--- config.mk ---
export PLATFORM = sky130hd
export DESIGN_NAME = dmux_stream
export DESIGN_NICKNAME = d
export VERILOG_FILES = /design/src/rtl/dmux_stream.sv
export SDC_FILE = /design/constraint.sdc
export NUM_CORES = 1
export LEC_CHECK = 0
export BUFFER_PORTS_ARGS = -buffer_cell sky130_fd_sc_hd__buf_4
export CAP_MARGIN = 20
export CORE_MARGIN = 3
export CORE_UTILIZATION = 35
export CTS_BUF_LIST = sky130_fd_sc_hd__clkbuf_8 sky130_fd_sc_hd__clkbuf_16
export DETAILED_ROUTE_END_ITERATION = 8
export PLACE_DENSITY = 0.6
export SLEW_MARGIN = 5
export SYNTH_ARGS = -nofsm -noshare
export SYNTH_HDL_FRONTEND = slang
export SYNTH_SLANG_ARGS = --single-unit
--- constraint.sdc ---
create_clock -name clk -period 4.3 [get_ports clk]
set_input_delay 0.645 -clock clk [delete_from_list [all_inputs] [get_ports clk]]
set_output_delay 0.645 -clock clk [all_outputs]
set_load 0.02 [all_outputs]
--- src/rtl/dmux_stream.sv ---
// dmux_stream: 1-to-CHANNELS valid/ready stream demux with registered per-channel slots
module dmux_stream #(
    parameter int WIDTH = 8,
    parameter int CHANNELS = 4,
    parameter int CNT_W = 8,
    localparam int SEL_W = $clog2(CHANNELS)
) (
    input  logic                      clk,
    input  logic                      rst,
    input  logic [WIDTH-1:0]          in_data,
    input  logic [SEL_W-1:0]          in_sel,
    input  logic                      in_bcast,
    input  logic                      in_valid,
    output logic                      in_ready,
    output logic [CHANNELS*WIDTH-1:0] out_data,
    output logic [CHANNELS-1:0]       out_valid,
    input  logic [CHANNELS-1:0]       out_ready,
    output logic [CNT_W-1:0]          drop_cnt
);
    logic [CHANNELS-1:0]       free, load, valid_d, valid_q;
    logic [CHANNELS*WIDTH-1:0] data_d, data_q;
    logic [CNT_W-1:0]          cnt_d, cnt_q;
    logic                      in_range, accept, drop;

    // Handshake, per-channel load decode and next-state for slots and drop counter
    always_comb begin
        free = ~valid_q | out_ready;
        in_range = 32'(in_sel) < CHANNELS;
        in_ready = in_bcast ? &free : (in_range ? free[in_sel] : 1'b1);
        accept = in_valid & in_ready;
        drop = accept & ~in_bcast & ~in_range;
        load = '0;
        data_d = data_q;
        for (int k = 0; k < CHANNELS; k++) begin
            load[k] = accept & (in_bcast | (in_range & (32'(in_sel) == k)));
            data_d[k*WIDTH +: WIDTH] = load[k] ? in_data : data_q[k*WIDTH +: WIDTH];
        end
        valid_d = (valid_q & ~out_ready) | load;
        cnt_d = (drop & ~&cnt_q) ? cnt_q + 1'b1 : cnt_q;
    end

    // State registers; reset wins over any concurrent accept
    always_ff @(posedge clk) begin
        if (rst) begin
            valid_q <= '0;
            data_q  <= '0;
            cnt_q   <= '0;
        end else begin
            valid_q <= valid_d;
            data_q  <= data_d;
            cnt_q   <= cnt_d;
        end
    end

    assign out_valid = valid_q;
    assign out_data  = data_q;
    assign drop_cnt  = cnt_q;
endmodule

* After elaboration in Yosys (flattened, before gate mapping) *
Index checks and enable logic that the tools add are counted.

word-level totals
  register bits after elaboration = 36
  output and inout bits = 45
  word-level logic and storage cells = 28

cells by class
  order comparisons = 1
  eq/ne operators = 3
  muxes and demuxes = 3
  bitwise gates (word level) = 14
  reductions and logical operators = 2

operators with widths
  kind                  number
  $not A4 Y4            2
  $or A4 B4 Y4          2
  $and A1 B1 Y1         5
  $and A4 B4 Y4         1
  $eq A2 B2 Y1 const B  2
  $or A1 B1 Y1          4
  $reduce_and A4 Y1     1
  $lt A2 B3 Y1 const B  1
  $bmux W1 S2           1
  $eq A2 B1 Y1 const B  1
  $logic_not A2 Y1      1
  $mux W1               2

* Longest topological paths before layout *
Gate-level depths: netlist of the first run.

  depth in word-level cells = 8
  depth in mapped cells = 5
  mapped depth without buffers = 4

* Least setup slack after synthesis of the first run *
Ideal clock, no wire load.

  path type = input-to-output
  from = in in_bcast
  to = out in_ready
  arrival time = 1.623 ns
  data required time = 3.655 ns
  setup slack = 2.032 ns
  cell stages on the path = 3
  path through = o21ba_2 -> o221ai_2 -> a221oi_1

between the ends
  longest elaborated chain between the ends = 1

RTL lines
  item         RTL line  source
  from (decl)  12        input logic in_bcast,
  $mux W1      29        in_ready = in_bcast ? &free : (in_range ? free[in_sel] : 1'b1);
  to (decl)    14        output logic in_ready,

Every way passes these cells.

* Worst setup path after layout of the first run *
Ends and elaborated chain as after synthesis.

==> run summary, run 1 <==
Setup repair after global routing missed its margin: no
Dpl hpwl: 2719 microns
Yosys reg bits: 36
Chip width: 75.11 microns
Residual DRC count: 0
Post-synth top area cell: dfxtp_1
Top Ports: 63
Initial antenna violation count: 0
Total number of vias: 1,238
Num Clock Sinks: 36
Met1 WL: 1620 microns
Drt initial violations: 28
Cts bufs inserted: 5
Initial DRT Pass Iterations: 4
Async set-or-reset flop fraction in the synthesized netlist: 0%
Max_slew headroom: 55.14%
Die area: 0.005642 sq mm
Outcome: finished, final reports clean
GRT Residual Overflow: 0
Sum Neg Setup Slack: 0 ns
CTS tree: done
Final worst path period need: 2.281 ns
First-pass GRT wire length: 5754 microns
Fin. Hold Viols: 0
Worst hold slack: 0.4788 ns
Tot GR Track Use: 13.76%
Synth Instances: 157
CTS H-tree depth: 2
Reg-to-reg setup timing slack: 2.50 ns
Setup violators final: 0
Area Overhead vs Synth: 28.52%
Seq/Total Area, Yosys: 43.11%
Share of cells above drive strength 1: 33.97%
Dpl cell area: 0.002052 sq mm
Initial Utilization: 37.36%
Synth unique cells: 26
Synthesized area: 0.001672 sq mm
CP Max Fanout: 6
Final WS setup: 2.019 ns
Routed wl met2: 1700 microns
HP Class: reg -> reg
P_leak: 1.027 nW
Critical Path End Type: output port
Req. time, crit path: 3.65 ns
Highest routing layer actually used: met4
RePlAce Congestion: 0.8877
Yosys warning count: 0
Synth Flop Type: dfxtp_1
Cell row count: 24
Worst vdd ir: 0.1867 mV
Worst-Skew Late Latency: 0.28 ns
Number of max-cap violations: 0
Postcts setup bufs: 0
Largest cells by area after synthesis: dfxtp_1, mux2i_1, nand2b_1
Maximum clock rate: 0.4385 GHz
Worst-Margin Slew: 0.6709 ns
DP Worst Slack: 2.005 ns
CTS Hold Buffers Added: 0
Filler cell count in the final layout: 442
Clock-pin slew on the worst setup and hold paths: 0.06 ns
Vias in the first global route: 1,208
Fin. max-slew vios: 0
Design area: 0.002148 sq mm
Met3 Wirelength: 289 microns
Crit Path Class: in -> out
Most frequent cells after synthesis: nand2b_1, dfxtp_1, mux2i_1
Pwr per Cell Area: 386.2 mW/mm^2
Most frequent cell after synthesis: nand2b_1
Mean Syn Cell Area: 10.65 sq um
Post-synth EDFFs: 0
Die Ht: 75.11 microns
Top cell type's share of synthesized area: 43.11%
Number of routed nets with antenna violations: 0
CP Data Arrival Time: 1.64 ns
Routed WL: 3641 microns
Clock Root Buffer: clkbuf_8
Vias per cell: 4.743
Tcrit/Tclk final: 53.04%
Worst Setup Start Kind: primary input
# diodes: 0
Nets: 227
Maximum number of pins on one net before global-route repair: 45
Post_cts resized: 0
Port bufs: 54
CTS Buffer Depth: 2
Core Region: 0.004474 sq mm
WL/cell: 13.95 microns
Max Clock Skew: 0.001985 ns
==> cell type report <==
| class | instances | area (sq um) | share of cell area, % |
|---|---|---|---|
| clock buffer | 7 | 96.34 | 4.485 |
| tap | 52 | 65.06 | 3.029 |
| sequential | 36 | 720.7 | 33.55 |
| inverter | 2 | 7.507 | 0.3494 |
| multi-input combinational | 110 | 853.3 | 39.72 |
| timing repair buffer | 54 | 405.4 | 18.87 |
==> sequential cells by signal, summed over array words and instances (netlist names) <==
name,count
out_data,32
out_valid,4
==> worst max-delay path, cell delays in order <==
cell and delay, ns:
buf_4 0.13, o21ba_2 0.26, o221ai_2 0.17, a221oi_1 0.24
buf_4 0.19
==> layout by cell type, fill, tap and decap left out <==
| cell type | count |
|---|---|
| buf_4 | 54 |
| nand2b_1 | 43 |
| dfxtp_1 | 36 |
| mux2i_1 | 32 |
| conb_1 | 8 |
| clkbuf_8 | 7 |
| a21oi_1 | 6 |
| a211o_1 | 3 |
| inv_1 | 2 |
| nand2_1 | 2 |
| a211oi_2 | 2 |
| or2b_1 | 1 |
| or2b_2 | 1 |
| nand2b_2 | 1 |
| o21ba_2 | 1 |
| nand4bb_1 | 1 |
| o221ai_2 | 1 |
| a221oi_1 | 1 |
| nor2b_1 | 1 |
| o21ai_4 | 1 |
| nand4_2 | 1 |
| o21a_1 | 1 |
| and4_1 | 1 |
| o221a_2 | 1 |
| o211ai_2 | 1 |
==> stage by stage <==
step / instances / total power (W) / utilization, %
CTS: 261 / 0.0008409 / 48.01
global route: 261 / 0.0008748 / 48.01
global placement: 254 / 0.0005839 / 45.86
floorplan: 164 / 0.0005224 / -
finish: 261 / 0.0008298 / 48.01
detailed placement: 254 / 0.0005885 / 45.86
==> logic make-up (layout without fill, tap and decap cells) <==
kind of cell | Yosys count | in the layout | synth area share (%)
compound gates | 18 | 18 | 9.731
simple gates | 52 | 52 | 20.36
mux | 32 | 32 | 19.16
buf+inv | 18 | 63 | 7.410
other cells | 1 | 8 | 0.2243
flops | 36 | 36 | 43.11
==> worst paths after layout <==
check / startpoint / endpoint / cells after the start
worst min-delay path: out_data[26] / out_data[26] / 2
worst max register to register: out_valid[1] / out_data[13] / 4
worst min register to register: out_data[26] / out_data[26] / 2
worst max-delay path: in_bcast / in_ready / 5
==> power by group <==
group	switching (W)	internal, W	leakage (nW)
Combinational	0.000109	0.0000903	0.681
Clock	0.000108	0.000143	0.0503
Sequential	0.0000164	0.000363	0.296
==> routing by layer <==
metal | up-vias | GRT usage, %
li1 | 618 | -
met1 | 574 | 17.61
met2 | 41 | 20.89
met4 | 0 | 3.557
met3 | 5 | 6.542
met5 | - | 0
Power figures use the tool's default switching activity.
==> inputs of run 2 (changes only) <==
--- a/config.mk
+++ b/config.mk
@@ -5,6 +5,7 @@
 export SDC_FILE = /design/constraint.sdc
 export NUM_CORES = 1
 export LEC_CHECK = 0
+export ABC_AREA = 1
 export BUFFER_PORTS_ARGS = -buffer_cell sky130_fd_sc_hd__buf_4
 export CAP_MARGIN = 20
 export CORE_MARGIN = 3
==> constraint.sdc (replaced) <==
create_clock -name clk -period 2.15 [get_ports clk]
set_input_delay 0.3225 -clock clk [delete_from_list [all_inputs] [get_ports clk]]
set_output_delay 0.3225 -clock clk [all_outputs]
set_load 0.02 [all_outputs]
==> run 2 against run 1 <==
  * Critical path depth grew 1
  * Clock power up 92%
  * Clock skew up 0.0026 ns
  * Critical endpoint unchanged
  * Worst setup slack got worse by 1.6 ns
  * Wire length is 20% higher
  * Largest power group unchanged
  * Via count rose by 35%
  * Design area rose by 3.9%
  * Highest routed layer unchanged
  * Worst hold slack worse by 0.24 ns
  * Flip-flop and latch count unchanged
  * Combinational power increased by 130%
  * Clock-buffer cell count shrank 1
==> run summary, run 2 <==
Worst Setup Start Kind: register
Area Overhead vs Synth: 29.28%
Dpl hpwl: 3192 microns
Vias in the first global route: 1,539
Share of cells above drive strength 1: 25.41%
Largest cells by area after synthesis: dfxtp_1, nor2_1, nand4_1
Design area: 0.002232 sq mm
Drt initial violations: 116
Mean Syn Cell Area: 6.934 sq um
WHS Endpoint: out_valid[0]
Hold_sp: rst
Post-synth EDFFs: 0
Max Clock Skew: 0.004548 ns
Crit Path Class: reg -> out
Reg-to-reg setup timing slack: 0.67 ns
Seq/Total Area, Yosys: 41.74%
Total number of vias: 1,673
Maximum number of pins on one net before global-route repair: 34
Fin. Hold Viols: 0
Number of max-cap violations: 0
Final worst path period need: 1.736 ns
Reg2reg path depth: 9
Port bufs: 54
Pwr per Cell Area: 762.9 mW/mm^2
CTS Buffer Depth: 2
Dpl cell area: 0.002142 sq mm
Worst-Skew Late Latency: 0.28 ns
CP Max Fanout: 16
Nets: 320
Vias per cell: 4.546
Cts bufs inserted: 5
Tot GR Track Use: 15.41%
Core Region: 0.004564 sq mm
Synth Instances: 249
P_leak: 1.146 nW
CP Data Arrival Time: 1.41 ns
CTS Hold Buffers Added: 0
Postcts setup bufs: 0
Slowest-stage cell, CP: dfxtp_1
Largest delay contributor family on the critical path: simple AND/OR/NAND/NOR gates
Top Ports: 63
Most frequent cells after synthesis: nor2_1, nand2_1, dfxtp_1
WL/cell: 11.83 microns
Maximum clock rate: 0.5762 GHz
Num Clock Sinks: 36
Yosys reg bits: 36
Commonest non-fill, non-tap cells in the layout: nor2_1, buf_4, nand2_1, dfxtp_1, nand4_1
Reg2reg start: out_valid[3]
Tcrit/Tclk final: 80.72%
CTS tree: done
Worst vdd ir: 0.3610 mV
Yosys warning count: 0
First-pass GRT wire length: 7334 microns
Largest register FFs: 32
Post-synth top area cell: dfxtp_1
Routed WL: 4353 microns
Die area: 0.005812 sq mm
Synth Flop Type: dfxtp_1
CP Cell Sequence: nand2_1, nor2_1, nor2_1, nand2_1, nor2_4, buf_4
Residual DRC count: 0
RePlAce Congestion: 0.7774
Sum Neg Setup Slack: 0 ns
GRT Residual Overflow: 0
Initial Utilization: 37.83%
Initial DRT Pass Iterations: 4
Post_cts resized: 0
Hold depth: 2
Most frequent cell after synthesis: nor2_1
Clock Root Buffer: clkbuf_8
Cell row count: 24
Fin. max-slew vios: 0
HP Class: in -> reg
Setup repair after global routing missed its margin: no
Async set-or-reset flop fraction in the synthesized netlist: 0%
Req. time, crit path: 1.83 ns
Synthesized area: 0.001727 sq mm
Setup violators final: 0
Clock-pin slew on the worst setup and hold paths: 0.07 ns
FF-to-FF End: out_data[8]
Buf/Inv on CP: 1
Top cell type's share of synthesized area: 41.74%
Die Ht: 76.24 microns
Outcome: finished, final reports clean
CTS H-tree depth: 2
Number of routed nets with antenna violations: 0
Critical Path End Type: output port
Chip width: 76.24 microns
Most common cell after layout, fill and taps aside: nor2_1
# diodes: 0
Synth unique cells: 16
Worst path max stage delay: 0.33 ns
Final core utilization: 48.90%
Initial antenna violation count: 0
==> run 2: cell types whose count changed after synthesis, sizes merged, moves of 2 or more <==
cell / change
nand4: +31
mux2i: -32
nand2b: -44
nand2: +45
inv: +23
a211oi: -2
a211o: -3
a21oi: -6
or2b: -2
nor2: +88
==> run 2: cell type report <==
cell class | instances | area (sq um)
repair buffers | 57 | 427.9
clock inverters | 2 | 7.507
well taps | 65 | 81.33
clock buffers | 6 | 82.58
multi-input cells | 177 | 818.3
flip-flops and latches | 36 | 720.7
inverters | 25 | 93.84
fillers | 491 | 2332
==> run 2: cells by family after synthesis <==
| logic type | after synthesis | synth area share, % |
|---|---|---|
| buffers and inverters | 43 | 12.39 |
| other | 1 | 0.2172 |
| AND/OR/NAND/NOR | 168 | 45.14 |
| flip-flops | 36 | 41.74 |
| AO/OA/AOI/OAI | 1 | 0.5073 |
==> run 2: power by group <==
group	internal, W	switching (W)	leakage (nW)
Combinational	0.000175	0.000284	0.795
Sequential	0.000729	0.0000334	0.297
Clock	0.000252	0.000230	0.0538
==> run 2: layer usage <==
layer,wire length [microns],part of all wire [%],global-route usage (%)
met5,0,0,0
met4,30,0.69,3.623
met3,282,6.5,5.201
met2,1912,44,23.81
met1,2127,49,20.73
==> run 2: stage by stage <==
step	hold WS, ns	cells	power [W]	worst slack (ns)
CTS	0.2278	368	0.001723	0.3874
global route	0.2283	368	0.001814	0.2845
detailed placement	0.4752	360	0.001237	0.4141
finish	0.2346	368	0.001703	0.4144
global placement	0.4635	360	0.001232	0.4337
floorplan	0.3949	256	0.001084	0.7967
==> run 2: worst register-to-register path, stage by stage, from the launching register on <==
cell and delay [ns]:
dfxtp_1 0.33, nand2_1 0.09, nor2_1 0.04, nor2_1 0.09, nand2_1 0.10, nor2_4 0.27, buf_4 0.23, nand4_1 0.09
nand2_1 0.08, nor2_1 0.05
==> run 2: worst max path at each step <==
stage | depth (start not counted) | startpoint | end
floorplan | 6 | in_bcast | in_ready
global placement | 10 | in_bcast | out_data[4]
detailed placement | 10 | in_bcast | out_data[12]
CTS | 6 | out_valid[3] | in_ready
global route | 6 | out_valid[3] | in_ready
finish | 6 | out_valid[3] | in_ready
==> inputs of run 3 (changes only) <==
==> constraint.sdc (replaced) <==
create_clock -name clk -period 1.6 [get_ports clk]
set_input_delay 0.24 -clock clk [delete_from_list [all_inputs] [get_ports clk]]
set_output_delay 0.24 -clock clk [all_outputs]
set_load 0.02 [all_outputs]
==> run 3 against run 2 <==
  * Clock-buffer cell count is the same
  * Via count is the same
  * Final cell count grew 1.1%
  * Sequential power grew 35%
  * Die area is the same
  * Worst hold slack lost 0.085 ns
  * Register-to-register slack lost 0.49 ns
  * Design area grew 3.9%
  * First-iteration DRC count grew 26%
  * Non-clock buffer count grew 4
  * Largest cell class unchanged
  * Highest routed layer unchanged
  * Clock power grew 33%
==> run summary, run 3 (synthesis gave the netlist of run 2 again) <==
Setup violators final: 0
Seq. cell area: 724.4 sq um
Outcome: finished, final reports clean
First-pass GRT wire length: 7507 microns
Slowest-stage cell, CP: dfxtp_2
CTS Buffer Depth: 2
Most common cell after layout, fill and taps aside: nor2_1
Share of cells above drive strength 1: 28.66%
RePlAce Congestion: 0.7557
Total number of vias: 1,673
Largest register FFs: 32
Final WS setup: 0.09602 ns
Initial Utilization: 37.83%
Worst path max stage delay: 0.33 ns
Initial antenna violation count: 0
DP Worst Slack: 0.1343 ns
Chip width: 76.24 microns
CTS Hold Buffers Added: 0
Design area: 0.002318 sq mm
Clock Root Buffer: clkbuf_8
Fin. max-slew vios: 0
Pwr per Cell Area: 1006 mW/mm^2
Number of max-cap violations: 0
Cell row count: 24
Worst vdd ir: 0.6593 mV
Dpl hpwl: 3111 microns
Max Clock Skew: 0.002673 ns
Most frequent CP cell: nor2_1
WL/cell: 11.73 microns
Maximum clock rate: 0.6649 GHz
CP Max Fanout: 3
Req. time, crit path: 1.36 ns
Drt initial violations: 146
Tot GR Track Use: 15.66%
Buf/Inv on CP: 2
Worst Setup Start Kind: register
Dpl cell area: 0.002162 sq mm
Routed WL: 4365 microns
HP Class: in -> reg
Maximum number of pins on one net before global-route repair: 33
Initial DRT Pass Iterations: 4
Core Region: 0.004564 sq mm
Multi-input logic area: 833.3 sq um
Area Overhead vs Synth: 34.28%
GRT Residual Overflow: 0
Setup repair after global routing missed its margin: no
Critical Path End Type: output port
Met3 Wirelength: 304 microns
Final worst path period need: 1.504 ns
Commonest non-fill, non-tap cells in the layout: nor2_1, buf_4, nand2_1, dfxtp_1, nand4_1
Final core utilization: 50.80%
Die Ht: 76.24 microns
P_leak: 1.190 nW
Num Clock Sinks: 36
Port bufs: 54
# diodes: 0
Worst-Skew Late Latency: 0.28 ns
CP Cell Sequence: nand2_2, nor2_1, nor2_1, nand2_1, nor2_4, buf_12, buf_4
Met1 WL: 2092 microns
Vias in the first global route: 1,585
Filler cell count in the final layout: 489
Vias per cell: 4.497
Number of routed nets with antenna violations: 0
CTS H-tree depth: 2
CP Data Arrival Time: 1.26 ns
PnR Total Power: 0.002332 W
Residual DRC count: 0
Tcrit/Tclk final: 94.00%
Highest routing layer actually used: met4
Crit Path Class: reg -> out
Sum Neg Setup Slack: 0 ns
Routed wl met2: 1939 microns
CTS tree: done
Clock-pin slew on the worst setup and hold paths: 0.07 ns
Cts bufs inserted: 5
Fin. Hold Viols: 0
Die area: 0.005812 sq mm
Top Ports: 63
Largest delay contributor family on the critical path: simple AND/OR/NAND/NOR gates
Nets: 324
[run 3: changes by cell type in the layout (fill, tap and decap cells not counted), moves of 2 or more]
cell and delta:
buf_4 +2, dfxtp_1 -3, dfxtp_2 +3, nand2_1 -2, nor2_1 -2, nor2_2 +2
[run 3: where the power goes]
group	leakage (nW)	internal (W)	switching, W	total, W
registers	0.298	0.000981	0.0000455	0.00103
clock network	0.0538	0.000338	0.000302	0.000640
logic	0.838	0.000274	0.000391	0.000665
total	1.19	0.00159	0.000739	0.00233
[run 3: per-stage QoR]
step	std cells	hold WS, ns
finish	372	0.1500
global route	372	0.1547
CTS	372	0.1509
detailed placement	361	0.4563
global placement	361	0.4563
floorplan	256	0.3124
[run 3: layout make-up]
| class | instances | share of cell area [%] |
|---|---|---|
| clock inverter | 2 | 0.3238 |
| clock buffer | 6 | 3.562 |
| timing repair buffer | 61 | 21.37 |
| sequential | 36 | 31.25 |
| tap | 65 | 3.508 |
| multi-input combinational | 177 | 35.94 |
| inverter | 25 | 4.047 |
[run 3: routing by layer]
| layer | GRT usage [%] | up-vias |
|---|---|---|
| met1 | 21.08 | 734 |
| met5 | 0 | - |
| met4 | 5.254 | 0 |
| li1 | - | 881 |
| met2 | 24.08 | 54 |
| met3 | 4.374 | 4 |
[run 3: final timing paths]
| path | startpoint | end | slack [ns] | cells past startpoint |
|---|---|---|---|---|
| worst max-delay path | out_valid[2] | in_ready | 0.1 | 7 |
| worst min-delay path | rst | out_valid[2] | 0.15 | 2 |
| worst max register to register | out_valid[2] | out_data[3] | 0.18 | 10 |
| worst min register to register | out_data[28] | out_data[28] | 0.49 | 2 |
[run 3: what timing repair did]
action / CTS / global route
endpoints found under the setup margin: 1 / 15
gates cloned: 1 / 0
resized for setup: 0 / 8
pin swaps: 1 / 5
setup buffers: 2 / 0
hold endpoints to repair: 0 / 0
